[config.mk]
export PLATFORM = sky130hd
export DESIGN_NAME = vga_scene_source
export DESIGN_NICKNAME = d
export VERILOG_FILES = /design/src/rtl/vga_scene_source.sv
export SDC_FILE = /design/constraint.sdc
export NUM_CORES = 1
export LEC_CHECK = 0
export BUFFER_PORTS_ARGS = -buffer_cell sky130_fd_sc_hd__buf_2
export CORE_AREA = 2 2 92 94
export DETAILED_ROUTE_END_ITERATION = 8
export DIE_AREA = 0 0 94 96
export PLACE_DENSITY_LB_ADDON = 0.2
export SETUP_SLACK_MARGIN = 0.5
export SLEW_MARGIN = 30
export SYNTH_ARGS = -nofsm -noshare
export SYNTH_HDL_FRONTEND = slang
export SYNTH_SLANG_ARGS = --single-unit
[constraint.sdc]
create_clock -name vga_clk -period 2.5 [get_ports vga_clk]
set_clock_uncertainty 0.2 [all_clocks]
set_input_delay 0.125 -clock vga_clk [delete_from_list [all_inputs] [get_ports vga_clk]]
set_output_delay 0.125 -clock vga_clk [all_outputs]
set_load 0.05 [all_outputs]
[src/rtl/vga_scene_source.sv]
// Pixel responder for the VGA controller's pixel-RAM read port: renders the dinosaur-game scene
// procedurally and holds object positions in shadow registers that game logic may reload only in vertical blanking.
module vga_scene_source #(
    parameter int unsigned H_ACT        = 640,
    parameter int unsigned V_ACT        = 480,
    parameter int unsigned GROUND_ROW   = 400,
    parameter int unsigned DINO_X       = 64,
    parameter int unsigned DINO_W       = 20,
    parameter int unsigned DINO_H       = 24,
    parameter int unsigned OBS_W        = 12,
    parameter int unsigned OBS_H        = 20,
    parameter logic [11:0] BG_COLOR     = 12'hFFF,
    parameter logic [11:0] GROUND_COLOR = 12'h555,
    parameter logic [11:0] DINO_COLOR   = 12'h333,
    parameter logic [11:0] OBS_COLOR    = 12'h0A0
) (
    input  logic        vga_clk,
    input  logic        clr,
    input  logic [8:0]  row_addr,
    input  logic [9:0]  col_addr,
    input  logic        rdn,
    output logic [11:0] pixel,
    input  logic [8:0]  dino_y,
    input  logic [9:0]  obs_x,
    input  logic        upd_valid,
    output logic        upd_ready,
    output logic        frame_tick,
    output logic [15:0] frame_cnt
);

    localparam int unsigned ROW_W = 9;
    localparam int unsigned COL_W = 10;
    localparam int unsigned PIX_W = 12;
    localparam int unsigned CNT_W = 16;

    typedef enum logic {
        ST_VBLANK = 1'b0,
        ST_ACTIVE = 1'b1
    } state_t;

    state_t             r_state;
    state_t             w_state_nxt;
    logic               w_frame_end;
    logic [ROW_W-1:0]   r_dino_y;
    logic [COL_W-1:0]   r_obs_x;
    logic [PIX_W-1:0]   w_pixel_nxt;
    logic [COL_W:0]     w_col_x;
    logic [COL_W:0]     w_obs_end;
    logic [ROW_W:0]     w_row_x;
    logic [ROW_W:0]     w_dino_end;
    logic               w_obs_hit;
    logic               w_dino_hit;
    logic               w_gnd_hit;

    // State register
    always_ff @(posedge vga_clk) begin
        if (clr) begin
            r_state <= ST_VBLANK;
        end else begin
            r_state <= w_state_nxt;
        end
    end

    // Frame tracking: the last active pixel of the frame closes it; any active pixel opens the next
    always_comb begin
        w_state_nxt = r_state;
        w_frame_end = 1'b0;
        upd_ready   = 1'b0;
        case (r_state)
            ST_VBLANK: begin
                upd_ready = rdn;
                if (!rdn) begin
                    w_state_nxt = ST_ACTIVE;
                end
            end
            ST_ACTIVE: begin
                if (!rdn && (row_addr == ROW_W'(V_ACT - 1)) && (col_addr == COL_W'(H_ACT - 1))) begin
                    w_state_nxt = ST_VBLANK;
                    w_frame_end = 1'b1;
                end
            end
            default: w_state_nxt = ST_VBLANK;
        endcase
    end

    // Hit tests on widened sums so objects near the right/bottom edge clip instead of wrapping
    always_comb begin
        w_col_x    = {1'b0, col_addr};
        w_row_x    = {1'b0, row_addr};
        w_obs_end  = {1'b0, r_obs_x} + (COL_W + 1)'(OBS_W);
        w_dino_end = {1'b0, r_dino_y} + (ROW_W + 1)'(DINO_H);

        w_obs_hit  = (r_obs_x < COL_W'(H_ACT))
                   && (col_addr >= r_obs_x) && (w_col_x < w_obs_end)
                   && (row_addr >= ROW_W'(GROUND_ROW - OBS_H))
                   && (row_addr < ROW_W'(GROUND_ROW));

        w_dino_hit = (col_addr >= COL_W'(DINO_X))
                   && (w_col_x < (COL_W + 1)'(DINO_X + DINO_W))
                   && (row_addr >= r_dino_y) && (w_row_x < w_dino_end);

        w_gnd_hit  = (row_addr == ROW_W'(GROUND_ROW)) || (row_addr == ROW_W'(GROUND_ROW + 1));

        w_pixel_nxt = BG_COLOR;
        if (rdn) begin
            w_pixel_nxt = '0;
        end else if (w_obs_hit) begin
            w_pixel_nxt = OBS_COLOR;
        end else if (w_dino_hit) begin
            w_pixel_nxt = DINO_COLOR;
        end else if (w_gnd_hit) begin
            w_pixel_nxt = GROUND_COLOR;
        end
    end

    // Registered outputs and shadow position registers
    always_ff @(posedge vga_clk) begin
        if (clr) begin
            pixel      <= '0;
            frame_tick <= 1'b0;
            frame_cnt  <= '0;
            r_dino_y   <= ROW_W'(GROUND_ROW - DINO_H);
            r_obs_x    <= COL_W'(H_ACT);
        end else begin
            pixel      <= w_pixel_nxt;
            frame_tick <= w_frame_end;
            if (w_frame_end) begin
                frame_cnt <= frame_cnt + CNT_W'(1);
            end
            if (upd_valid && upd_ready) begin
                r_dino_y <= dino_y;
                r_obs_x  <= obs_x;
            end
        end
    end

endmodule

== Word-level counts from Yosys, hierarchy flattened ==
Cells that the tools add are included.
Word-level totals
  bits in registers: 49
  latch bits: 0
  RAM bits: 0
  bits in read-only memories: 0
  input port bits: 42
  output and inout port bits: 30
  word-level logic and storage cells: 49
  memories kept: 0
Operators by class
  $add $sub $neg: 3
  $mul: 0
  div/mod/pow operators: 0
  order comparisons: 9
  equality and inequality tests: 4
  shift-type cells: 0
  mux-type cells: 9
  bitwise logic cells: 1
  reduce and logical (&&, ||, !) cells: 15
Operator list (count)
  9-bit == test (second input constant): 3
  16-bit by 1-bit adder with 16-bit output (second input constant): 1
  12-bit 2-to-1 mux: 1
  10-bit by 4-bit adder with 11-bit output (second input constant): 1
  10-bit by 11-bit less-than comparator with 1-bit output: 1
  9-bit by 5-bit adder with 10-bit output (second input constant): 1
  10-bit == test (second input constant): 1
  10-bit greater-or-equal comparator: 1
  10-bit by 7-bit greater-or-equal comparator with 1-bit output (second input constant): 1
  1-bit logical AND: 10
  10-bit less-than comparator (second input constant): 1
  10-bit by 7-bit less-than comparator with 1-bit output (second input constant): 1
  9-bit by 10-bit less-than comparator with 1-bit output: 1
  10-bit 2-to-1 mux: 1
  9-bit greater-or-equal comparator: 1
  9-bit greater-or-equal comparator (second input constant): 1
  9-bit less-than comparator (second input constant): 1
  8-bit 2-to-1 mux: 1
  1-bit 2-to-1 mux: 5
  4-bit OR reduction: 1
  3-bit OR reduction: 1
  1-bit one-hot mux with 2 select lines: 1
  2-bit OR reduction: 1
  1-bit zero test: 1
  other kinds (2): 2

== Longest topological paths before layout ==
Gate-level depths: netlist of run 1.
  depth in word-level cells: 6
  gate-level depth with buffers: 10
  depth with buffers taken out: 10

== Least setup slack after synthesis of run 1 ==
No wires, ideal clock.
  kind: reg-to-reg
  start: reg r_obs_x[2]
  end: reg pixel[3]
  library setup time: 133 ps
  arrival time: 2261 ps
  required time: 2167 ps
  path slack: -94 ps
  cell stages (with the launch flop): 10
  buffers on the path: 0
  period minus slack after synthesis: 2594 ps
  cells stage by stage: dfxtp_1 inv_1 ha_1 nor4_1 xnor2_1 ha_1 a2111oi_0 o21ai_0 a211o_1 nor3b_1
Between the ends
  word-level cells in the longest chain between the ends: 6
  elaborated cells on any way between the ends: 9
  those cells by class: add/sub (1); order compare (3); reduce/logical (5)
Ends and longest elaborated chain
  start: declaration: line 45  | logic [COL_W-1:0] r_obs_x;
  start signal: assignment: line 123  | r_obs_x <= COL_W'(H_ACT);
  start signal: assignment: line 132  | r_obs_x <= obs_x;
  10-bit by 4-bit adder with 11-bit output, or another cell as far along: line 90  | w_obs_end = {1'b0, r_obs_x} + (COL_W + 1)'(OBS_W);
  10-bit by 11-bit less-than comparator with 1-bit output or 1-bit logical AND (tied branches): line 94  | && (col_addr >= r_obs_x) && (w_col_x < w_obs_end)
  1-bit logical AND *: line 94
  1-bit logical AND *: line 95  | && (row_addr >= ROW_W'(GROUND_ROW - OBS_H))
  1-bit logical AND *: line 96  | && (row_addr < ROW_W'(GROUND_ROW));
  4-bit OR reduction (no line) *
  end signal: assignment: line 125  | pixel <= w_pixel_nxt;
  end: declaration: line 22  | output logic [11:0] pixel,
Every way passes the cells marked *; elsewhere a longest branch is shown, timed or not.
A chain may end at the register's enable or synchronous reset.

== Worst setup path in the final report of run 1 ==
Ends and elaborated chain as after synthesis.

==> impl_results.md, run 1 <==
* Min cycle time layout at 2480 ps
* Cell type with the largest total area after synthesis: dfxtp_1
* CTS Buf Count at 5
* Critical path startpoint category: flip-flop
* Max FO, Critical Path at 5
* Htree depth at 2
* Port buffer count at 71
* Vias/cell at 4.99
* Hold Path Origin: rdn
* Status: finished, final reports clean
* Number of I/O pins at 72
* Slew HR at 51.0%
* Dpl cell area at 0.00326 mm^2
* Core Area at 0.00805 mm^2
* Avg Inst Size Synth at 8.42 um^2
* Post-synthesis sequential element count at 43
* P&R area growth vs syn at 35.0%
* HPWL Detailed at 5.46 mm
* Critical-path cell list: inv_4 -> ha_4 -> nor4_4 -> xnor2_1 -> ha_1 -> a2111oi_4 -> o21ai_1 -> a211o_1 -> nor3b_1
* Layout Cells excl Fill at 535
* Max incr delay on CP at 380 ps
* DRT Pass-1 Iters at 4
* Worst setup margin at 22.0 ps
* # rows at 33
* Chip height at 96 um
* Final Hold Viols at 0
* Die Width at 94 um
* Slew Limit Fails at 0
* Crit share post-route at 99.1%
* Clock Latency Late Sink at 300 ps
* Die area at 0.00902 mm^2
* Placed Cells at 494
* Top cells by area, synth: dfxtp_1 (31%), ha_1 (16%), nand2_1 (4.7%)
* Root Driver: clkbuf_8
* Leading register cell type out of synthesis: dfxtp_1
* Mapped cell area at 0.00277 mm^2
* First-pass GRT wire length at 11.8 mm
* Synth async-reset ratio at 0%
* Power Dens Cells at 450 mW/mm^2
* Clock Tree Buf Depth at 2
* Drt wl/cell at 13.6 um
* WL final at 7.30 mm
* Starting DRT DRC Count at 106
* Synth cell types at 49
* Worst setup path class: reg2reg
* RSZ-0062 raised after global routing: true
* EDFF count, synth at 0
* Crit path from: r_obs_x[2]$_SDFFE_PP0P_
* TritonCTS clock tree: done
* Clk slew on worst S/H paths at 90 ps
* Slowest CP cell: dfxtp_4
* Number of nets in the layout at 507
* Worst Max-Slew Pin Slew at 735 ps
* Fill count at 822
* Leak at 1.63 nW
* Proportion of layout cells with a drive suffix above 1 at 30.5%
* Sink Count at 43
* Gate Count Post-Synth at 329
* Initial Utilization at 34.4%
* Hold Path Class: in2reg
* Arrival @ worst endpoint at 2450 ps
* # setup viols final at 0
* Maximum vdd drop at 0.000263 V
* Synth top area share at 31.1%
* N_diodes at 0
* Syn Nets at 407
* MaxCap Viol Count at 0
* Sequential-to-total area share from yosys stat at 31.1%
* CP Data Required Time at 2470 ps
* Initial antenna violation count at 0
* Total gr overflow at 0
* Warnings from Yosys at 0
* Number of global-route vias before repair at 2567
* Remaining routing DRC violations at 0
* Setup WS pre-CTS at -12.4 ps
* Setup TNS at 0 ps
* CP Capture Type: flip-flop
* Peak Freq at 404 MHz
* Worst R2R Start: r_obs_x[2]$_SDFFE_PP0P_
* Gpl congestion at 0.860
* ANT nets after route at 0
* Pin count of the biggest net entering global routing at 40
* GRT Total Usage at 16.7%
* Routed vias at 2672
* Post-route cell area at 0.00374 mm^2
final timing paths:
check                                  end  slack, ps  cells after the start
setup / recovery       pixel[3]$_SDFF_PP0_         20                      9
hold reg to reg   r_dino_y[2]$_SDFFE_PP0P_        260                      2
setup reg to reg       pixel[3]$_SDFF_PP0_         20                      9
hold / removal          r_state$_SDFF_PP0_         70                      3
cells in the mapped netlist, types with 2 or more instances:
cell and count:
clkbuf_1 5, nor4_1 2, o21ai_0 16, a21oi_1 26
and3_1 4, dfxtp_1 43, and2_1 3, buf_2 3
nor3_1 8, a211o_1 9, xor2_1 6, buf_4 7
nand4_1 6, o21a_1 3, xnor2_1 13, nor3b_1 3
inv_1 24, o2111ai_1 5, nor2_1 25, ha_1 36
nor2b_1 7, or3_1 6, a2111oi_0 2, nand2_1 35
nand3_1 8
placed cells by master, fill, tap and decap left out, drive strengths merged, types with 5 or more instances in the layout:
master,count
a211o,9
nand4,7
clkbuf,5
nor2,25
a21oi,26
dlygate4sd3,20
ha,36
o2111ai,5
o21ai,16
xnor2,13
nor2b,7
buf,88
inv,25
nand2,35
xor2,6
nor3,8
or3,6
nand3,9
dfxtp,43
cell type report:
class,instances,area [um^2],share of cell area (%)
repair buffers,108,696,18.6
clock buffers,5,68.8,1.84
multi-input cells,247,1820,48.8
inverters,24,92.6,2.48
clock inverters,3,47.5,1.27
well taps,105,131,3.52
flip-flops and latches,43,877,23.5
repair_timing:
action,in CTS,in global routing
hold endpoints to repair,23,0
setup endpoints to repair,6,7
buffers inserted,13,0
hold buffers,20,0
pin swaps,4,3
resized for setup,8,8
flip-flops by register name, summed over array words and instances, names as in the netlist:
signal      count
frame_cnt      16
r_obs_x        10
r_dino_y        9
pixel           6
frame_tick      1
r_state         1
critical path: cells and delay by family (launching register included):
| family | cells | cell delay (ps) |
|---|---|---|
| buf+inv | 1 | 40 |
| xor+xnor | 1 | 130 |
| compound gates | 3 | 740 |
| flops | 1 | 380 |
| simple gates | 2 | 340 |
| fa+ha+maj | 2 | 520 |
kinds of logic after synthesis:
kind of cell             Yosys count  share of synthesized area, %
multiplexers                       1                         0.362
buffers and inverters             39                          6.37
AO/OA/AOI/OAI                     71                          16.8
flip-flops                        43                          31.1
XOR/XNOR                          19                          6.01
AND/OR/NAND/NOR                  120                          23.1
adder cells (fa/ha/maj)           36                          16.3
metrics by stage:
stage	util (%)	power (mW)	hold slack (ps)
detailed placement	40.5	1.07	135
global route	46.4	1.77	119
global placement	40.5	1.07	126
floorplan	-	0.970	42.8
finish	46.4	1.68	73.1
CTS	45.8	1.69	57.5
metal layers:
metal	share of wire (%)	GRT usage, %
met5	0	0
met1	45	20.7
met4	1.4	4.35
met3	6.3	3.52
met2	47	29.5
power breakdown:
part	internal, mW	switching (mW)	leakage (nW)
logic	0.171	0.213	1.22
clock network	0.303	0.273	0.0587
registers	0.706	0.0153	0.354
total	1.18	0.501	1.63
Power figures use the tool's default switching activity.
==> run 2, diff against run 1 <==
--- a/config.mk
+++ b/config.mk
@@ -7,6 +7,8 @@
 export LEC_CHECK = 0
+export ABC_AREA = 1
 export BUFFER_PORTS_ARGS = -buffer_cell sky130_fd_sc_hd__buf_2
-export CORE_AREA = 2 2 92 94
+export CORE_AREA = 2 2 97 99
+export CTS_CLUSTER_SIZE = 12
 export DETAILED_ROUTE_END_ITERATION = 8
-export DIE_AREA = 0 0 94 96
+export DIE_AREA = 0 0 99 101
 export PLACE_DENSITY_LB_ADDON = 0.2
==> constraint.sdc (replaced) <==
create_clock -name vga_clk -period 2.5 [get_ports vga_clk]
set_clock_uncertainty 0.2 [all_clocks]
set_input_delay 0.625 -clock vga_clk [delete_from_list [all_inputs] [get_ports vga_clk]]
set_output_delay 0.625 -clock vga_clk [all_outputs]
set_load 0.05 [all_outputs]
==> run 2 against run 1 <==
Maximum frequency grew 14%. Clock power shrank 2%. Setup slack gained 300 ps. Clock-buffer cell count is the same. Sequential share of layout area shrank 1.1 points. Power grew 3.1%.
==> impl_results.md, run 2 <==
* Port buffer count at 71
* # setup viols final at 0
* Max FO, Critical Path at 4
* PnR Total Power at 1.73 mW
* # rows at 35
* Logic pwr share at 25.2%
* DRT Pass-1 Iters at 4
* Layout Cells excl Fill at 647
* Peak Freq at 458 MHz
* Number of I/O pins at 72
* Critical-path cell list: inv_4 -> a21oi_4 -> nand3_2 -> nor3_2 -> xor2_1 -> ha_1 -> nand2_2 -> nor2_2 -> nand2_1 -> nor2_1 -> nor2_2 -> nand2_2 -> nand2_4 -> nor2_2
* Hold Path Class: reg2reg
* Sequential-to-total area share from yosys stat at 27.9%
* Total gr overflow at 0
* RSZ-0062 raised after global routing: true
* Reg power frac at 42.2%
* Gpl congestion at 0.869
* Storage cell area at 868 um^2
* Crit share post-route at 87.3%
* Die Width at 99 um
* Top Registers: frame_cnt (16), r_obs_x (10), r_dino_y (9)
* First-pass GRT wire length at 14.6 mm
* Worst Max-Slew Pin Slew at 598 ps
* Max incr delay on CP at 350 ps
* Number of global-route vias before repair at 3133
* Htree depth at 2
* Switching share of total power at 32.2%
* Top cells by area, synth: dfxtp_1 (28%), ha_1 (15%), nand2_1 (14%)
* Die area at 0.0100 mm^2
* EDFF count, synth at 0
* Pin count of the biggest net entering global routing at 23
* Gate Count Post-Synth at 459
* Most instantiated library cell after synthesis: nand2_1
* Max reg flops at 16
* Post-synthesis sequential element count at 43
* Most used cell, CP: nor2_2
* Cts hold-fix bufs at 0
* MaxCap Viol Count at 0
* Syn Nets at 537
* Commonest cells after routing, fill and taps aside: nand2_1 (111), buf_2 (70), inv_1 (51)
* Remaining routing DRC violations at 0
* Initial Utilization at 34.3%
* Setup TNS at 0 ps
* Internal power at 1.18 mW
* Post-route cell area at 0.00388 mm^2
* Starting DRT DRC Count at 97
* CP Data Required Time at 2540 ps
* Slew Limit Fails at 0
* Final core occ at 43.2%
* N_diodes at 0
* Avg Inst Size Synth at 6.72 um^2
* Final Hold Viols at 0
* Maximum vdd drop at 0.000222 V
* Commonest non-fill, non-tap cell in the layout: nand2_1
* Area of the multi-input gates at 0.00207 mm^2
* P&R area growth vs syn at 25.8%
* Power Dens Cells at 447 mW/mm^2
* Clk network pwr share at 32.6%
* Chip height at 101 um
* Core Area at 0.00898 mm^2
* TritonCTS clock tree: done
* Proportion of layout cells with a drive suffix above 1 at 25.6%
* Slew HR at 59.9%
* GRT Total Usage at 17.9%
* Leading register cell type out of synthesis: dfxtp_1
* Family with the most delay on the worst path: simple AND/OR/NAND/NOR gates
* Cell type with the largest total area after synthesis: dfxtp_1
* HPWL Detailed at 6.72 mm
* Routed vias at 3127
* Biggest register: frame_cnt
* Fill count at 966
* Clk slew on worst S/H paths at 90 ps
* Leak at 1.84 nW
* Initial antenna violation count at 0
* Worst path bufs/invs at 1
* Clock Tree Buf Depth at 2
* Mapped cell area at 0.00308 mm^2
* Synth cell count leaders: nand2_1 (118), inv_1 (59), nor2_1 (57), dfxtp_1 (43), a21oi_1 (37)
* Number of nets in the layout at 613
* Min cycle time layout at 2180 ps
* Synth cell types at 28
* Root Driver: clkbuf_8
* Dpl cell area at 0.00358 mm^2
* Worst setup path class: reg2reg
* Slowest CP cell: dfxtp_2
* Status: finished, final reports clean
* NetSw at 0.557 mW
* CTS Buf Count at 5
* Critical path startpoint category: flip-flop
* WL final at 8.56 mm
* Placed Cells at 631
* Drt wl/cell at 13.2 um
* Clock Latency Late Sink at 310 ps
* CP Capture Type: flip-flop
* ANT nets after route at 0
* Synth top area share at 27.9%
* Vias/cell at 4.83
* Synth async-reset ratio at 0%
* Sink Count at 43
* Arrival @ worst endpoint at 2220 ps
* Warnings from Yosys at 0
run 2: changes by cell type in the layout (fill, tap and decap cells not counted), moves of 7 or more:
cell	before	now
xor2_1	5	16
buf_4	16	9
inv_1	19	51
a21oi_1	25	33
xnor2_1	13	6
nand2_1	35	111
dlygate4sd3_1	20	0
a211o_1	9	0
nor2_1	24	48
nand3_1	8	15
run 2: repair_timing:
action | CTS | global route
gates resized for setup | 22 | 19
buffers inserted | 4 | 4
pin swaps | 9 | 14
setup endpoints to repair | 7 | 10
run 2: worst min-delay path, delay by kind of cell, from the launching register on:
kind            cells  cell delay (ps)
flops               1              310
buf+inv             1               60
compound gates      1               60
run 2: final timing paths:
check | from | to | slack, ps | depth (start not counted)
setup / recovery | r_obs_x[3]$_SDFFE_PP0P_ | pixel[1]$_SDFF_PP0_ | 320 | 14
hold / removal | r_dino_y[1]$_SDFFE_PP0P_ | r_dino_y[1]$_SDFFE_PP0P_ | 270 | 2
setup reg to reg | r_obs_x[3]$_SDFFE_PP0P_ | pixel[1]$_SDFF_PP0_ | 320 | 14
hold reg to reg | r_dino_y[1]$_SDFFE_PP0P_ | r_dino_y[1]$_SDFFE_PP0P_ | 270 | 2
run 2: routing by layer:
layer | share of wire (%) | GRT usage, %
met1 | 47 | 22.7
met2 | 48 | 31.5
met3 | 3.6 | 2.98
met4 | 1.2 | 4.64
met5 | 0 | 0
run 2: cell type report:
cell class                 instances  share of cell area [%]
multi-input combinational        342                    53.3
clock buffer                       5                    1.77
timing repair buffer              81                    11.6
sequential                        43                    22.4
inverter                          62                    6.26
clock inverter                     3                    1.13
tap                              111                    3.58
run 2: cells by family after synthesis:
family / count (synthesis) / synth area share, %
AO/OA/AOI/OAI: 63 / 11.1
XOR/XNOR: 22 / 6.25
adder cells (fa/ha/maj): 36 / 14.6
buffers and inverters: 74 / 9.82
flip-flops: 43 / 27.9
AND/OR/NAND/NOR: 221 / 30.3
run 2: power by group through the flow:
stage	Clock, mW	Combinational, mW	Sequential [mW]
5_1_grt	0.612	0.501	0.736
3_3_place_gp	0	0.398	0.744
4_1_cts	0.578	0.427	0.731
3_5_place_dp	0	0.405	0.745
6_report	0.564	0.437	0.732
2_1_floorplan	0	0.265	0.759
run 2: metrics by stage:
stage	hold slack [ps]	setup WS, ps
after floorplan	234	489
after global placement	250	253
after detailed placement	257	241
after CTS	271	338
after global routing	291	161
final	267	318
==> run 3, diff against run 2 <==
BUFFER_PORTS_ARGS = -buffer_cell sky130_fd_sc_hd__buf_4   (was -buffer_cell sky130_fd_sc_hd__buf_2)
==> run 3 against run 2 <==
Worst hold slack worse by 2.3 ps. Sequential power hardly changed. Largest cell class unchanged. Non-clock buffer count is 2 lower. Critical endpoint is now pixel[8]$_SDFF_PP0_. Global-route usage is 0.11 points lower. Critical path type unchanged. Cell count is 0.31% lower. Routed wire length is 2.0% higher.
==> impl_results.md, run 3 (synthesis gave the netlist of run 2 again) <==
* Status: finished, final reports clean
* Flop-to-flop setup slack at 320 ps
* Gpl congestion at 0.816
* MaxCap Viol Count at 0
* Leak at 1.86 nW
* Worst R2R Start: r_obs_x[2]$_SDFFE_PP0P_
* Clock Latency Late Sink at 300 ps
* N_diodes at 0
* Routed vias at 3101
* Clk slew on worst S/H paths at 90 ps
* Initial Utilization at 34.3%
* RSZ-0062 raised after global routing: true
* Commonest cells after routing, fill and taps aside: nand2_1 (114), buf_4 (77), inv_1 (54)
* Post-route cell area at 0.00397 mm^2
* Cts hold-fix bufs at 0
* Layout Cells excl Fill at 645
* # setup viols final at 0
* WL final at 8.73 mm
* Worst Max-Slew Pin Slew at 621 ps
* Drt wl/cell at 13.5 um
* Placed Cells at 631
* Family with the most delay on the worst path: simple AND/OR/NAND/NOR gates
* First-pass GRT wire length at 14.4 mm
* Root Driver: clkbuf_8
* Number of I/O pins at 72
* Crit share post-route at 87.1%
* Hold depth at 2
* Max reg flops at 16
* Worst setup path class: reg2reg
* Top Registers: frame_cnt (16), r_obs_x (10), r_dino_y (9)
* Peak Freq at 459 MHz
* TritonCTS clock tree: done
* Hold Path Origin: r_obs_x[1]$_SDFFE_PP0P_
* HPWL Detailed at 6.91 mm
* Setup TNS at 0 ps
* P&R area growth vs syn at 28.7%
* Biggest register: frame_cnt
* Clock Tree Buf Depth at 2
* Worst reg2reg path endpoint: pixel[8]$_SDFF_PP0_
* Min cycle time layout at 2180 ps
* Arrival @ worst endpoint at 2180 ps
* Worst Reg-to-Reg Cells at 13
* CP Data Required Time at 2500 ps
* Die area at 0.0100 mm^2
* CP Capture Type: flip-flop
* Number of nets in the layout at 611
* Vias/cell at 4.81
* Max incr delay on CP at 360 ps
* DRT Pass-1 Iters at 4
* GRT Total Usage at 17.8%
* Initial antenna violation count at 0
* Sink Count at 43
* Proportion of layout cells with a drive suffix above 1 at 23.0%
* Total gr overflow at 0
* Slew Limit Fails at 0
* Slowest CP cell: dfxtp_2
* Max FO, Critical Path at 4
* Remaining routing DRC violations at 0
* Port buffer count at 71
* Power Dens Cells at 413 mW/mm^2
* ANT nets after route at 0
* Critical path startpoint category: flip-flop
* Starting DRT DRC Count at 89
* Maximum vdd drop at 0.000190 V
* Die Width at 99 um
* # rows at 35
* Endpoint of the worst hold path: r_obs_x[1]$_SDFFE_PP0P_
* Worst path bufs/invs at 2
* Number of global-route vias before repair at 3123
* Final Hold Viols at 0
* Dpl cell area at 0.00376 mm^2
* Pin count of the biggest net entering global routing at 23
* Htree depth at 2
* Slew HR at 58.6%
* Chip height at 101 um
* CTS Buf Count at 5
* Core Area at 0.00898 mm^2
* Hold Path Class: reg2reg
* Commonest non-fill, non-tap cell in the layout: nand2_1
* Critical-path cell list: inv_4 -> ha_4 -> nor2_4 -> nand3_2 -> xor2_1 -> ha_1 -> a21oi_2 -> or2_4 -> nand3_2 -> nor2_2 -> nand2_2 -> nand2_2 -> inv_1
==> run 3: changes by cell type in the layout (fill, tap and decap cells not counted), moves of 2 or more <==
cell / before / now
a21oi_4: 2 / 0
buf_2: 70 / 0
buf_4: 9 / 77
dfxtp_2: 6 / 4
inv_1: 51 / 54
inv_4: 4 / 2
nand2_1: 111 / 114
nand2_2: 6 / 4
nor2_1: 48 / 51
nor2_2: 6 / 4
==> run 3: worst max path at each step <==
stage / start / end / depth (start not counted)
2_1_floorplan: r_obs_x[2]$_SDFFE_PP0P_ / pixel[1]$_SDFF_PP0_ / 13
3_3_place_gp: row_addr[3] / pixel[1]$_SDFF_PP0_ / 12
3_5_place_dp: row_addr[3] / pixel[1]$_SDFF_PP0_ / 12
4_1_cts: r_obs_x[2]$_SDFFE_PP0P_ / pixel[3]$_SDFF_PP0_ / 13
5_1_grt: r_obs_x[2]$_SDFFE_PP0P_ / pixel[3]$_SDFF_PP0_ / 14
6_report: r_obs_x[2]$_SDFFE_PP0P_ / pixel[8]$_SDFF_PP0_ / 13
==> run 3: metrics by stage <==
stage	setup WS [ps]	hold WS, ps	total power [mW]	util (%)
after floorplan	489	234	1.02	-
after global placement	242	253	1.17	41.9
after detailed placement	234	256	1.18	41.9
after CTS	329	270	1.65	43.4
after global routing	169	303	1.75	44.2
final	322	265	1.64	44.2
==> run 3: area by class of cell <==
type	count	area [um^2]
Inverter	62	238
Multi-Input combinational cell	342	2030
Timing Repair Buffer	79	609
Tap cell	111	139
Clock inverter	2	12.5
Sequential cell	43	870
Clock buffer	6	72.6
Fill cell	943	5010
==> run 3: layer usage <==
metal	wire length [um]	global-route usage [%]	vias up	share of wire [%]
li1	-	-	1627	-
met1	4020	22.6	1406	46
met2	4290	31.8	62	49
met3	354	2.84	6	4.1
met4	71	3.79	0	0.81
met5	0	0	-	0
==> run 3: report_power, final <==
| part | total (mW) | switching (mW) | internal [mW] | leakage [nW] |
|---|---|---|---|---|
| Sequential | 0.730 | 0.0196 | 0.711 | 0.352 |
| Combinational | 0.451 | 0.267 | 0.184 | 1.47 |
| Clock | 0.457 | 0.261 | 0.196 | 0.0412 |
==> run 3: worst reg2reg max path: cells and delay by family (launching register included) <==
| kind | cells | cell delay, ps |
|---|---|---|
| simple gates | 7 | 680 |
| fa+ha+maj | 2 | 480 |
| buf+inv | 2 | 100 |
| flops | 1 | 360 |
| compound gates | 1 | 130 |
| xor+xnor | 1 | 150 |
==> run 3: timing repair <==
action / in CTS / in global routing
resized for setup: 15 / 9
setup endpoints to repair: 6 / 9
pin swaps: 4 / 8
buffers inserted: 2 / 4
